## src/rtl/updown_counter_reg.sv

```systemverilog
`default_nettype none
// ============================================================================
// Module  : updown_counter_reg
// Brief   : WIDTH-bit loadable up/down counter with programmable modulus,
//           wrap/saturate bound handling, terminal count and sticky overflow.
// Revision: 1.0 - initial release
// ============================================================================
module updown_counter_reg #(
  parameter int          WIDTH     = 4,
  parameter int unsigned MAX_VAL   = (2**WIDTH)-1,
  parameter int unsigned RESET_VAL = 0,
  parameter bit          SATURATE  = 1'b0
) (
  input  logic             clk,
  input  logic             reset_n,
  input  logic             en,
  input  logic             up,
  input  logic             load,
  input  logic [WIDTH-1:0] load_val,
  input  logic             ovf_clr,
  output logic [WIDTH-1:0] count,
  output logic [WIDTH-1:0] count_n,
  output logic             tc,
  output logic             ovf
);

  localparam logic [WIDTH-1:0] C_MAX   = WIDTH'(MAX_VAL);
  localparam logic [WIDTH-1:0] C_RESET = WIDTH'(RESET_VAL);
  localparam logic [WIDTH-1:0] C_ZERO  = '0;
  localparam logic [WIDTH-1:0] C_ONE   = WIDTH'(1);

  logic [WIDTH-1:0] r_count;
  logic [WIDTH-1:0] r_count_n;
  logic             r_ovf;

  logic             w_at_max;
  logic             w_at_zero;
  logic             w_hit_bound;
  logic [WIDTH-1:0] w_load_clamped;
  logic [WIDTH-1:0] w_count_nxt;

  assign w_at_max       = (r_count == C_MAX);
  assign w_at_zero      = (r_count == C_ZERO);
  assign w_hit_bound    = en & ~load & (up ? w_at_max : w_at_zero);
  assign w_load_clamped = (load_val > C_MAX) ? C_MAX : load_val;

  always_comb begin
    w_count_nxt = r_count;
    if (load) begin
      w_count_nxt = w_load_clamped;
    end else if (en) begin
      if (up) begin
        if (!w_at_max) begin
          w_count_nxt = r_count + C_ONE;
        end else if (!SATURATE) begin
          w_count_nxt = C_ZERO;
        end
      end else begin
        if (!w_at_zero) begin
          w_count_nxt = r_count - C_ONE;
        end else if (!SATURATE) begin
          w_count_nxt = C_MAX;
        end
      end
    end
  end

  // The complement is kept as its own register so count_n is glitch-free
  // and never needs an inverter on the output path.
  always_ff @(posedge clk or negedge reset_n) begin
    if (!reset_n) begin
      r_count   <= C_RESET;
      r_count_n <= ~C_RESET;
      r_ovf     <= 1'b0;
    end else begin
      r_count   <= w_count_nxt;
      r_count_n <= ~w_count_nxt;
      if (w_hit_bound) begin
        r_ovf <= 1'b1;
      end else if (ovf_clr) begin
        r_ovf <= 1'b0;
      end
    end
  end

  assign count   = r_count;
  assign count_n = r_count_n;
  assign tc      = w_hit_bound;
  assign ovf     = r_ovf;

endmodule
`default_nettype wire
```

## config.mk

```make
export PLATFORM = sky130hd
export DESIGN_NAME = updown_counter_reg
export DESIGN_NICKNAME = d
export VERILOG_FILES = /design/src/rtl/updown_counter_reg.sv
export SDC_FILE = /design/constraint.sdc
export NUM_CORES = 1
export LEC_CHECK = 0
export BUFFER_PORTS_ARGS = -buffer_cell sky130_fd_sc_hd__buf_2
export CORE_AREA = 2 2 40 42
export DETAILED_ROUTE_END_ITERATION = 10
export DIE_AREA = 0 0 42 44
export PLACE_DENSITY = 0.67
export SLEW_MARGIN = 5
export SYNTH_ARGS = -nofsm -noshare
export SYNTH_HDL_FRONTEND = slang
export SYNTH_SLANG_ARGS = --single-unit
export TNS_END_PERCENT = 30
```

## constraint.sdc

```tcl
create_clock -name clk -period 1.7 [get_ports clk]
set_input_delay 0 -clock clk [delete_from_list [all_inputs] [get_ports clk]]
set_output_delay 0 -clock clk [all_outputs]
set_load 0.05 [all_outputs]
```

==> flow_summary.rst, run 1 <==
.. list-table::
   :header-rows: 1

   * - Metric
     - Value
   * - Outcome
     - complete, but fails checks
   * - Violated checks
     - setup timing
   * - DRC violations left
     - 0
   * - Flop and latch count out of synthesis
     - 9
   * - TritonCTS buffer count
     - 3
   * - Antenna violations before repair
     - 0
   * - Number of levels the H-tree was split into
     - 1
   * - Critical Path RT
     - roughly 1.7 ns
   * - Share of Yosys cell area claimed by the top area cell type
     - around a quarter
   * - Core area
     - approximately 1400 um^2
   * - Vias per Instance
     - around 5.1
   * - Clock sink total
     - 9
   * - Unique cell type count in the Yosys netlist
     - 28
   * - Die span in x
     - ~42 um
   * - Top achievable clock speed
     - 565 MHz
   * - Ratio of total power to cell area
     - ~910 nW/um^2
   * - Maximum VDD drop
     - ~0.0006 V
   * - Number of instances in the synthesized netlist
     - 56
   * - Number of hold violations in the final report
     - 0
   * - Detailed router's first-iteration violation count
     - 6
   * - Clock slew at the register clock pins of the worst setup and hold paths
     - 0.06 ns
   * - Final-layout setup total negative slack
     - -0.0692 ns
   * - Cell internal power dissipation
     - around 450 uW
   * - Number of cells on the worst reg-to-reg path
     - 7
   * - CP Capture Point
     - tc
   * - Share of total power in sequential cells
     - a little over a third
   * - Post-layout utilization of the core
     - 56.5%
   * - Pin count of the biggest net entering global routing
     - 15
   * - Share of the yosys chip area belonging to registers
     - between 40% and 50%
   * - Wire length of the first global-routing pass
     - approximately 2.2 mm
   * - Top fanout value on the critical path
     - 3
   * - Total vias in the final route
     - a little over 500
   * - Deepest clock path buffer count
     - 2
   * - Type of destination of the critical path
     - primary output
   * - Share of total power in the clock network
     - approximately 23%
   * - Global placer's final weighted congestion
     - ~0.75
   * - Combinational power share
     - 41.1%
   * - Net Sw Power
     - 287 uW
   * - Sort of element at the start of the critical path
     - flop
   * - Crit path launch
     - count[1]
   * - Worst reg2reg setup slack
     - around 0.050 ns
   * - HPWL reported at the end of detailed placement
     - about 910 um
   * - Port buffer count
     - 19
   * - Net count after synthesis
     - around 70
   * - Count of warnings emitted by yosys
     - 0
   * - Die area
     - around 1800 um^2
   * - Final Critical Period
     - 1.77 ns
   * - Final #Nets
     - 99
   * - Overall die height
     - ~44 um
   * - Share of layout cells above drive strength 1
     - between 50% and 60%
   * - Max Cap Violations
     - 0
   * - Final setup violation count
     - 1
   * - Mapped Avg Cell Area
     - approximately 9.5 um^2
   * - Row count
     - 14
   * - R2R Path Start
     - count[1]
   * - Class of the most critical setup path
     - reg -> out
   * - Overall global routing resource usage
     - 16.6%
   * - Pin slew with the least headroom to its limit
     - 0.319 ns
   * - Vias in the first global route
     - about 520
   * - Detailed-routing iteration count for the pre-antenna-repair pass
     - 4
   * - RSZ-0062 raised after global routing
     - yes
   * - Static Leak
     - ~0.00036 uW
   * - Max Transition Viols Final
     - 0
   * - Setup slack of the critical path after layout
     - -0.0692 ns
   * - Clock latency on the worst-skew pair
     - 0.27 ns
   * - Cell at the root of the clock tree
     - sky130_fd_sc_hd__clkbuf_4
   * - Relative max-transition margin
     - around four fifths
   * - Number of placed I/O pins
     - 20
   * - Capture point of the worst reg-to-reg path
     - ovf
   * - Number of diodes
     - 0
   * - Period Utilization, post-route
     - 104%
   * - Most area-consuming cells after synthesis
     - sky130_fd_sc_hd__dfrtp_1, sky130_fd_sc_hd__dfstp_2, sky130_fd_sc_hd__ha_1, sky130_fd_sc_hd__inv_1, sky130_fd_sc_hd__nand2_1
   * - Skew final
     - approximately 0.0031 ns
   * - Sum of overflow across all layers after global routing
     - 0
   * - Cell type with the highest aggregate area in the netlist
     - sky130_fd_sc_hd__dfrtp_1
   * - Initial cell density of the core
     - 37.6%
   * - Routed len/inst
     - 13.0 um
   * - Switching part of the total
     - about two fifths
   * - Endpoint arrival time on the critical path
     - about 1.8 ns
   * - Classification of the worst-slack hold path
     - in -> async
   * - Layout Area Growth over Synthesis
     - 50.5%
   * - Post-route ant nets
     - 0
   * - Total length of routed wires
     - about 1.3 mm
   * - Area of the mapped netlist
     - roughly 530 um^2
   * - TritonCTS clock tree
     - done
==> per-layer routing <==
layer | wire [um] | GRT usage, % | vias to the layer above
met5 | 0 | 0 | -
met1 | 516 | 17.1 | 236
met2 | 715 | 29.1 | 16
li1 | - | - | 262
met3 | 71 | 7.50 | 2
met4 | 21 | 7.74 | 0
==> worst max-delay path, stage by stage (launching register included) <==
cell and delay (ns):
sky130_fd_sc_hd__dfrtp_2 0.40, sky130_fd_sc_hd__inv_2 0.07, sky130_fd_sc_hd__ha_4 0.13, sky130_fd_sc_hd__or3b_4 0.39, sky130_fd_sc_hd__nor2_2 0.11, sky130_fd_sc_hd__a41oi_2 0.06, sky130_fd_sc_hd__nor3_4 0.16, sky130_fd_sc_hd__buf_6 0.18
==> power groups by stage <==
stage / clock [uW] / sequential, uW / combinational (uW)
finish: 167 / 264 / 301
CTS: 177 / 265 / 297
detailed placement: 0 / 268 / 281
global placement: 0 / 267 / 277
floorplan: 0 / 362 / 127
global route: 191 / 267 / 325
==> how the worst min path moves through the flow <==
stage	end	slack, ns
5_1_grt	async pin	0.12
3_5_place_dp	ovf	-0.14
6_report	ovf	0.11
2_1_floorplan	async pin	-0.30
3_3_place_gp	ovf	-0.14
4_1_cts	count[2]	0.1
==> cells in the mapped netlist <==
| master | number |
|---|---|
| sky130_fd_sc_hd__a21oi_1 | 3 |
| sky130_fd_sc_hd__a21oi_2 | 1 |
| sky130_fd_sc_hd__a31o_1 | 1 |
| sky130_fd_sc_hd__a31oi_1 | 1 |
| sky130_fd_sc_hd__a41oi_1 | 1 |
| sky130_fd_sc_hd__buf_2 | 2 |
| sky130_fd_sc_hd__buf_6 | 1 |
| sky130_fd_sc_hd__clkbuf_1 | 1 |
| sky130_fd_sc_hd__dfrtp_1 | 5 |
| sky130_fd_sc_hd__dfstp_2 | 4 |
| sky130_fd_sc_hd__ha_1 | 2 |
| sky130_fd_sc_hd__inv_1 | 5 |
| sky130_fd_sc_hd__mux2i_1 | 1 |
| sky130_fd_sc_hd__nand2_1 | 5 |
| sky130_fd_sc_hd__nor2_1 | 5 |
| sky130_fd_sc_hd__nor3_1 | 2 |
| sky130_fd_sc_hd__nor4b_1 | 1 |
| sky130_fd_sc_hd__o211ai_1 | 1 |
| sky130_fd_sc_hd__o21a_1 | 2 |
| sky130_fd_sc_hd__o21ai_1 | 2 |
| sky130_fd_sc_hd__o21bai_1 | 1 |
| sky130_fd_sc_hd__o311a_1 | 1 |
| sky130_fd_sc_hd__o31a_1 | 2 |
| sky130_fd_sc_hd__o31ai_1 | 2 |
| sky130_fd_sc_hd__o32ai_1 | 1 |
| sky130_fd_sc_hd__or3b_4 | 1 |
| sky130_fd_sc_hd__xnor2_1 | 1 |
| sky130_fd_sc_hd__xor2_1 | 1 |
==> cell usage in the layout, fill, tap and decap left out, drive strengths merged, types with 2 or more instances in the layout <==
| cell | Yosys | layout |
|---|---|---|
| o21a | 2 | 2 |
| nor3 | 2 | 2 |
| nand2 | 5 | 5 |
| ha | 2 | 2 |
| o31a | 2 | 2 |
| dfrtp | 5 | 5 |
| nor2 | 5 | 5 |
| dfstp | 4 | 4 |
| o21ai | 2 | 2 |
| inv | 5 | 5 |
| o31ai | 2 | 2 |
| dlygate4sd3 | 0 | 6 |
| a21oi | 4 | 4 |
| clkbuf | 1 | 4 |
| buf | 3 | 24 |
==> stage by stage <==
stage / worst slack, ns / instances / area [um^2] / power (uW) / hold slack, ns
2_1_floorplan: -0.243 / 56 / 581 / 489 / -0.296
3_3_place_gp: 0.0543 / 90 / 687 / 544 / -0.142
3_5_place_dp: 0.0384 / 90 / 687 / 549 / -0.136
4_1_cts: -0.0489 / 102 / 795 / 738 / 0.0959
5_1_grt: -0.169 / 102 / 802 / 783 / 0.121
6_report: -0.0692 / 102 / 802 / 733 / 0.115
==> repair_timing <==
action,4_1_cts,5_1_grt
resized for setup,3,1
setup buffers,2,0
hold buffers,6,0
hold endpoints to repair,18,0
pin swaps,2,2
endpoints found under the setup margin,1,4
==> cells by family after synthesis <==
family                   count (synthesis)  synth area share, %
AO/OA/AOI/OAI                           19                 26.1
adder cells (fa/ha/maj)                  2                 4.69
XOR/XNOR                                 2                 3.29
flip-flops                               9                 43.2
AND/OR/NAND/NOR                         14                 12.7
buffers and inverters                    9                 8.22
multiplexers                             1                 1.88
==> cell type report <==
type                       instances  area, um^2
timing repair buffer              30         199
sequential                         9         233
inverter                           5        18.8
multi-input combinational         38         305
fill                             133         617
tap                               16        20.0
clock buffer                       4        26.3
(Power assumes the default switching activity.)
==> inputs of run 2 (changes only) <==
--- a/config.mk
+++ b/config.mk
@@ -14,4 +14,4 @@
 export SYNTH_ARGS = -nofsm -noshare
 export SYNTH_HDL_FRONTEND = slang
 export SYNTH_SLANG_ARGS = --single-unit
-export TNS_END_PERCENT = 30
+export TNS_END_PERCENT = 5
==> constraint.sdc (replaced) <==
create_clock -name clk -period 1.43 [get_ports clk]
set_input_delay 0 -clock clk [delete_from_list [all_inputs] [get_ports clk]]
set_output_delay 0 -clock clk [all_outputs]
set_load 0.05 [all_outputs]
==> run 2 against run 1 <==
Against the previous run: the run still ends with setup timing left; clock-buffer cell count is 1 lower; wire length down 3.8%; sequential share of layout area is 0.58 points lower; die area unchanged; cell count is 2.0% higher; critical path type unchanged; flip-flop and latch count unchanged; combinational power grew 22%.
==> flow_summary.rst, run 2 (synthesis gave the netlist of run 1 again) <==
.. list-table::
   :header-rows: 1

   * - Metric
     - Value
   * - Share of layout cells above drive strength 1
     - 51.1% (+1.1 points)
   * - Final-layout setup total negative slack
     - -0.913 ns (-0.844 ns)
   * - Vias per Instance
     - 5.06 (about the same)
   * - Cell at the root of the clock tree
     - sky130_fd_sc_hd__clkbuf_4
   * - Final std cell area, no fill
     - 818 um^2 (+2.0%)
   * - Final setup violation count
     - 5 (+4)
   * - Total length of routed wires
     - 1.28 mm (-3.8%)
   * - Die area
     - 1850 um^2 (unchanged)
   * - Detailed-routing iteration count for the pre-antenna-repair pass
     - 4 (unchanged)
   * - Max Transition Viols Final
     - 0 (unchanged)
   * - Capture point of the worst reg-to-reg path
     - count_n[0]
   * - Number of levels the H-tree was split into
     - 1 (unchanged)
   * - Pin count of the biggest net entering global routing
     - 15 (unchanged)
   * - Pre-CTS WS
     - -0.212 ns (-0.251 ns)
   * - Row count
     - 14 (unchanged)
   * - Antenna violations before repair
     - 0 (unchanged)
   * - Initial cell density of the core
     - 37.6% (unchanged)
   * - Maximum VDD drop
     - 0.000786 V (+31%)
   * - Violated checks
     - setup timing
   * - DRC violations left
     - 0 (unchanged)
   * - Vias in the first global route
     - 496 (-4.2%)
   * - TritonCTS buffer count
     - 3 (unchanged)
   * - Detailed router's first-iteration violation count
     - 8 (+2)
   * - Clock sink total
     - 9 (unchanged)
   * - Placed Cells incl. Taps
     - 92 (+2.2%)
   * - R2R Path Start
     - count[0]
   * - Skew final
     - 0.00215 ns (-0.000971 ns)
   * - Area after detailed placement
     - 697 um^2 (+1.5%)
   * - Routed len/inst
     - 12.3 um (-5.6%)
   * - Class of the most critical setup path
     - reg -> out
   * - Type of destination of the critical path
     - primary output
   * - Top achievable clock speed
     - 574 MHz
   * - Post-route ant nets
     - 0 (unchanged)
   * - Most common cell after layout, fill and taps aside
     - sky130_fd_sc_hd__buf_2
   * - Die span in x
     - 42 um (unchanged)
   * - Port buffer count
     - 19 (unchanged)
   * - Clock slew at the register clock pins of the worst setup and hold paths
     - 0.07 ns (about the same)
   * - Setup slack of the critical path after layout
     - -0.313 ns (-0.243 ns)
   * - Classification of the worst-slack hold path
     - in -> async
   * - Clock latency on the worst-skew pair
     - 0.27 ns (about the same)
   * - Outcome
     - complete, but fails checks
   * - Pin slew with the least headroom to its limit
     - 0.269 ns (-0.0497 ns)
   * - TritonCTS clock tree
     - done
   * - Overall global routing resource usage
     - 15.7% (-0.89 points)
   * - Top library cells by usage in the layout, fill and taps aside
     - sky130_fd_sc_hd__buf_2, sky130_fd_sc_hd__buf_4, sky130_fd_sc_hd__dlygate4sd3_1, sky130_fd_sc_hd__nand2_1
   * - Core area
     - 1420 um^2 (unchanged)
   * - Global placer's final weighted congestion
     - 0.770 (+2.7%)
   * - Layout Area Growth over Synthesis
     - 53.5%
   * - Relative max-transition margin
     - 82.0% (+3.3 points)
   * - Number of placed I/O pins
     - 20 (unchanged)
   * - RSZ-0062 raised after global routing
     - yes
   * - Max Cap Violations
     - 0 (unchanged)
   * - Ratio of total power to cell area
     - 1090 nW/um^2 (+19%)
   * - Critical Path RT
     - 1.43 ns (-0.27 ns)
   * - Worst reg2reg setup slack
     - -0.21 ns (-0.26 ns)
   * - Sum of overflow across all layers after global routing
     - 0 (unchanged)
   * - Total vias in the final route
     - 526 (+1.9%)
   * - Period Utilization, post-route
     - 122%
   * - Static Leak
     - 0.000368 uW (+3.0%)
   * - Wire length of the first global-routing pass
     - 2.15 mm (-1.6%)
   * - Number of hold violations in the final report
     - 0 (unchanged)
   * - Top fanout value on the critical path
     - 3 (unchanged)
   * - Number of diodes
     - 0 (unchanged)
   * - Endpoint arrival time on the critical path
     - 1.74 ns (-0.03 ns)
   * - Final #Nets
     - 101 (+2.0%)
   * - Final Critical Period
     - between 1.5 and 2 ns
   * - Sort of element at the start of the critical path
     - flop
   * - Overall die height
     - 44 um (unchanged)
   * - Number of cells on the worst reg-to-reg path
     - 7 (unchanged)
   * - Post-layout utilization of the core
     - 57.7% (+1.1 points)
   * - Post-Layout Cell Count
     - 104 (+2.0%)
   * - Deepest clock path buffer count
     - 2 (unchanged)
run 2: cell count changes in the layout (fill, tap and decap cells not counted):
cell	delta
sky130_fd_sc_hd__o32ai_2	-1
sky130_fd_sc_hd__clkinv_2	+1
sky130_fd_sc_hd__ha_1	-1
sky130_fd_sc_hd__nor3_1	+1
sky130_fd_sc_hd__ha_4	+1
sky130_fd_sc_hd__o32ai_1	+1
sky130_fd_sc_hd__buf_4	+2
sky130_fd_sc_hd__clkbuf_1	-1
sky130_fd_sc_hd__nor3_2	-1
run 2: layout make-up:
type                       instances  area, um^2
clock buffer                       3        22.5
clock inverter                     1        5.00
fill                             127         601
tap                               16        20.0
timing repair buffer              32         214
sequential                         9         233
multi-input combinational         38         305
inverter                           5        18.8
run 2: where the power goes:
part	leakage, uW	switching (uW)	internal (uW)
logic	0.000248	233	134
registers	0.000102	16.4	295
clock network	0.0000177	108	104
total	0.000368	357	533
run 2: metal layers:
layer	track usage (%)	wire length, um	vias to the layer above
met5	0	0	-
met4	5.81	18	0
met3	3.75	52	2
met2	27.2	627	14
met1	19.1	576	248
li1	-	-	262
run 2: per-stage QoR:
stage / hold slack [ns] / power [uW]
finish: 0.102 / 890
global route: 0.127 / 934
CTS: 0.109 / 891
detailed placement: -0.139 / 658
global placement: -0.142 / 654
floorplan: -0.296 / 578
run 2: worst max-delay path by stage:
| stage | startpoint | endpoint | slack [ns] | cells after the start |
|---|---|---|---|---|
| 6_report | count[0] | tc | -0.31 | 7 |
| 3_3_place_gp | count[1] | tc | -0.21 | 7 |
| 2_1_floorplan | count[0] | tc | -0.51 | 7 |
| 5_1_grt | count[1] | tc | -0.39 | 7 |
| 4_1_cts | count[0] | tc | -0.30 | 7 |
| 3_5_place_dp | count[1] | tc | -0.21 | 7 |
run 2: what timing repair did:
action                                 in CTS  in global routing
setup buffers                               2                  0
pin swaps                                   6                  1
hold buffers                                6                  0
setup endpoints to repair                   8                  8
endpoints found under the hold margin      18                  0
gates resized for setup                     5                  0
run 2: critical path, stage by stage, from the launching register on:
cell	delay (ns)
sky130_fd_sc_hd__dfrtp_2	0.41
sky130_fd_sc_hd__inv_2	0.07
sky130_fd_sc_hd__ha_4	0.12
sky130_fd_sc_hd__or3b_4	0.38
sky130_fd_sc_hd__nor2_2	0.10
sky130_fd_sc_hd__a41oi_2	0.06
sky130_fd_sc_hd__nor3_4	0.15
sky130_fd_sc_hd__buf_6	0.18
==> inputs of run 3 (changes only) <==
--- a/config.mk
+++ b/config.mk
@@ -7,6 +7,7 @@
 export LEC_CHECK = 0
 export BUFFER_PORTS_ARGS = -buffer_cell sky130_fd_sc_hd__buf_2
 export CORE_AREA = 2 2 40 42
+export CTS_BUF_LIST = sky130_fd_sc_hd__clkbuf_8 sky130_fd_sc_hd__clkbuf_16
 export DETAILED_ROUTE_END_ITERATION = 10
 export DIE_AREA = 0 0 42 44
 export PLACE_DENSITY = 0.67
==> run 3 against run 2 <==
Against the previous run: the run still ends with setup timing left; setup slack better by 0.049 ns; clock power is 45% higher; register-to-register slack hardly changed; via count shrank 3.0%; maximum frequency rose by 2.9%; design area is 1.1% higher; core utilization up 0.62 points; first-iteration DRC count down 50%; hold slack worse by 0.097 ns; critical path type unchanged; combinational power barely moved.
==> flow_summary.rst, run 3 (synthesis gave the netlist of run 1 again) <==
.. list-table::
   :header-rows: 1

   * - Metric
     - Value
   * - Top library cells by usage in the layout, fill and taps aside
     - sky130_fd_sc_hd__buf_2, sky130_fd_sc_hd__buf_4, sky130_fd_sc_hd__nand2_1, sky130_fd_sc_hd__dlygate4sd3_1
   * - Layout Area Growth over Synthesis
     - 55.2%
   * - Share of total power in sequential cells
     - 31.7% (-3.2 points)
   * - Global placer's final weighted congestion
     - 0.770 (unchanged)
   * - Cell at the root of the clock tree
     - sky130_fd_sc_hd__clkbuf_8
   * - Final #Nets
     - 100 (-0.99%)
   * - Detailed-routing iteration count for the pre-antenna-repair pass
     - 4 (unchanged)
   * - Pin slew with the least headroom to its limit
     - 0.267 ns (-0.00225 ns)
   * - Type of destination of the critical path
     - primary output
   * - Post-route ant nets
     - 0 (unchanged)
   * - Deepest clock path buffer count
     - 2 (unchanged)
   * - Skew final
     - 0.00171 ns (-0.000440 ns)
   * - Top fanout value on the critical path
     - 3 (unchanged)
   * - Maximum VDD drop
     - 0.000842 V (+7.1%)
   * - Clock slew at the register clock pins of the worst setup and hold paths
     - 0.05 ns (-0.02 ns)
   * - Number of diodes
     - 0 (unchanged)
   * - Vias in the first global route
     - 493 (-0.60%)
   * - Die span in x
     - 42 um (unchanged)
   * - Core area
     - 1420 um^2 (unchanged)
   * - Share of layout cells above drive strength 1
     - 51.7% (+0.59 points)
   * - Classification of the worst-slack hold path
     - in -> reg
   * - Number of placed I/O pins
     - 20 (unchanged)
   * - Violated checks
     - setup timing
   * - Die area
     - 1850 um^2 (unchanged)
   * - TritonCTS clock tree
     - done
   * - Number of hold violations in the final report
     - 0 (unchanged)
   * - DRC violations left
     - 0 (unchanged)
   * - Pin count of the biggest net entering global routing
     - 15 (unchanged)
   * - Final setup violation count
     - 5 (unchanged)
   * - Max Transition Viols Final
     - 0 (unchanged)
   * - Post-Layout Cell Count
     - 103 (-0.96%)
   * - Overall die height
     - 44 um (unchanged)
   * - Routed len/inst
     - 12.1 um (-1.1%)
   * - Placed Cells incl. Taps
     - 92 (unchanged)
   * - Combinational power share
     - 37.0% (-4.2 points)
   * - Vias per Instance
     - 4.95 (-2.1%)
   * - Cell internal power dissipation
     - 619 uW (+16%)
   * - Share of total power in the clock network
     - 31.3% (+7.5 points)
   * - Max Cap Violations
     - 0 (unchanged)
   * - Endpoint arrival time on the critical path
     - 1.69 ns (-0.05 ns)
   * - Detailed router's first-iteration violation count
     - 4 (-4)
   * - Sort of element at the start of the critical path
     - flop
   * - Total vias in the final route
     - 510 (-3.0%)
   * - Top achievable clock speed
     - 590 MHz (+2.9%)
   * - Static Leak
     - 0.000371 uW (+0.98%)
   * - Initial cell density of the core
     - 37.6% (unchanged)
   * - Pre-CTS WS
     - -0.212 ns (unchanged)
   * - Net Sw Power
     - 365 uW (+2.3%)
   * - Period Utilization, post-route
     - 118% (-3.4 points)
   * - RSZ-0062 raised after global routing
     - yes
   * - Area after detailed placement
     - 697 um^2 (unchanged)
   * - Antenna violations before repair
     - 0 (unchanged)
   * - Class of the most critical setup path
     - reg -> out
   * - Wire length of the first global-routing pass
     - 2.15 mm (unchanged)
   * - Most common cell after layout, fill and taps aside
     - sky130_fd_sc_hd__buf_2
   * - Clock sink total
     - 9 (unchanged)
   * - Row count
     - 14 (unchanged)
   * - TritonCTS buffer count
     - 3 (unchanged)
   * - Overall global routing resource usage
     - 15.8% (+0.088 points)
   * - Final std cell area, no fill
     - 827 um^2 (+1.1%)
   * - Number of levels the H-tree was split into
     - 1 (unchanged)
   * - Port buffer count
     - 19 (unchanged)
   * - Final Critical Period
     - 1.69 ns (-0.0490 ns)
   * - Relative max-transition margin
     - 82.2% (+0.15 points)
   * - Critical Path RT
     - 1.43 ns (about the same)
   * - Sum of overflow across all layers after global routing
     - 0 (unchanged)
   * - Total length of routed wires
     - 1.25 mm (-2.0%)
   * - Clock latency on the worst-skew pair
     - 0.24 ns (-0.03 ns)
   * - Ratio of total power to cell area
     - 1190 nW/um^2 (+9.5%)
   * - Setup slack of the critical path after layout
     - -0.264 ns (+0.0490 ns)
   * - Switching part of the total
     - 37.1% (-3.0 points)
   * - Outcome
     - complete, but fails checks
   * - Worst-case hold slack
     - 0.00531 ns (-0.0967 ns)
==> run 3: area by class of cell <==
cell class | count | area [um^2]
multi-input combinational | 38 | 305
tap | 16 | 20.0
fill | 123 | 592
inverter | 5 | 18.8
clock buffer | 3 | 41.3
clock inverter | 1 | 5.00
timing repair buffer | 31 | 204
sequential | 9 | 233
==> run 3: what timing repair did <==
item | in CTS | in global routing
endpoints found under the setup margin | 8 | 8
hold buffers | 5 | 0
gates cloned | 0 | 0
pin swaps | 6 | 1
hold endpoints to repair | 14 | 0
buffers inserted | 2 | 0
gates resized for setup | 5 | 0
==> run 3: power by group through the flow <==
stage | logic (uW) | registers [uW] | clock network [uW]
after floorplan | 148 | 430 | 0
after global placement | 340 | 314 | 0
after detailed placement | 344 | 315 | 0
after CTS | 367 | 312 | 312
after global routing | 394 | 315 | 328
final | 364 | 312 | 308
==> run 3: through the flow <==
step	util, %	total power [uW]	setup TNS (ns)
after floorplan	-	578	-2.13
after global placement	49.1	654	-0.711
after detailed placement	49.1	658	-0.789
after CTS	58.3	992	-0.886
after global routing	58.3	1040	-1.40
final	58.3	985	-0.837
==> run 3: path summary, 6_finish.rpt <==
| check | startpoint | end | slack [ns] | cells after the start |
|---|---|---|---|---|
| worst max-delay path | count[0] | tc | -0.26 | 7 |
| worst min-delay path | load_val[2] | count_n[2] | 0.005 | 3 |
| worst max register to register | count[0] | count_n[0] | -0.20 | 7 |
| worst min register to register | ovf | ovf | 0.53 | 2 |
| max in group asynchronous | reset_n | count_n[3] | 1.04 | 2 |
| min in group asynchronous | reset_n | ovf | 0.14 | 2 |
==> run 3: critical path: stages (launching register included) <==
cell,delay (ns)
sky130_fd_sc_hd__dfrtp_2,0.40
sky130_fd_sc_hd__inv_2,0.07
sky130_fd_sc_hd__ha_4,0.12
sky130_fd_sc_hd__or3b_4,0.38
sky130_fd_sc_hd__nor2_2,0.10
sky130_fd_sc_hd__a41oi_2,0.06
sky130_fd_sc_hd__nor3_4,0.15
sky130_fd_sc_hd__buf_6,0.18
==> run 3: layer usage <==
layer	part of all wire, %	up-vias	wire length (um)	track usage [%]
met3	3.1	0	39	3.75
met4	0	0	0	7.74
met1	47	242	590	19.1
met5	0	-	0	0
met2	50	8	619	26.6
li1	-	260	-	-
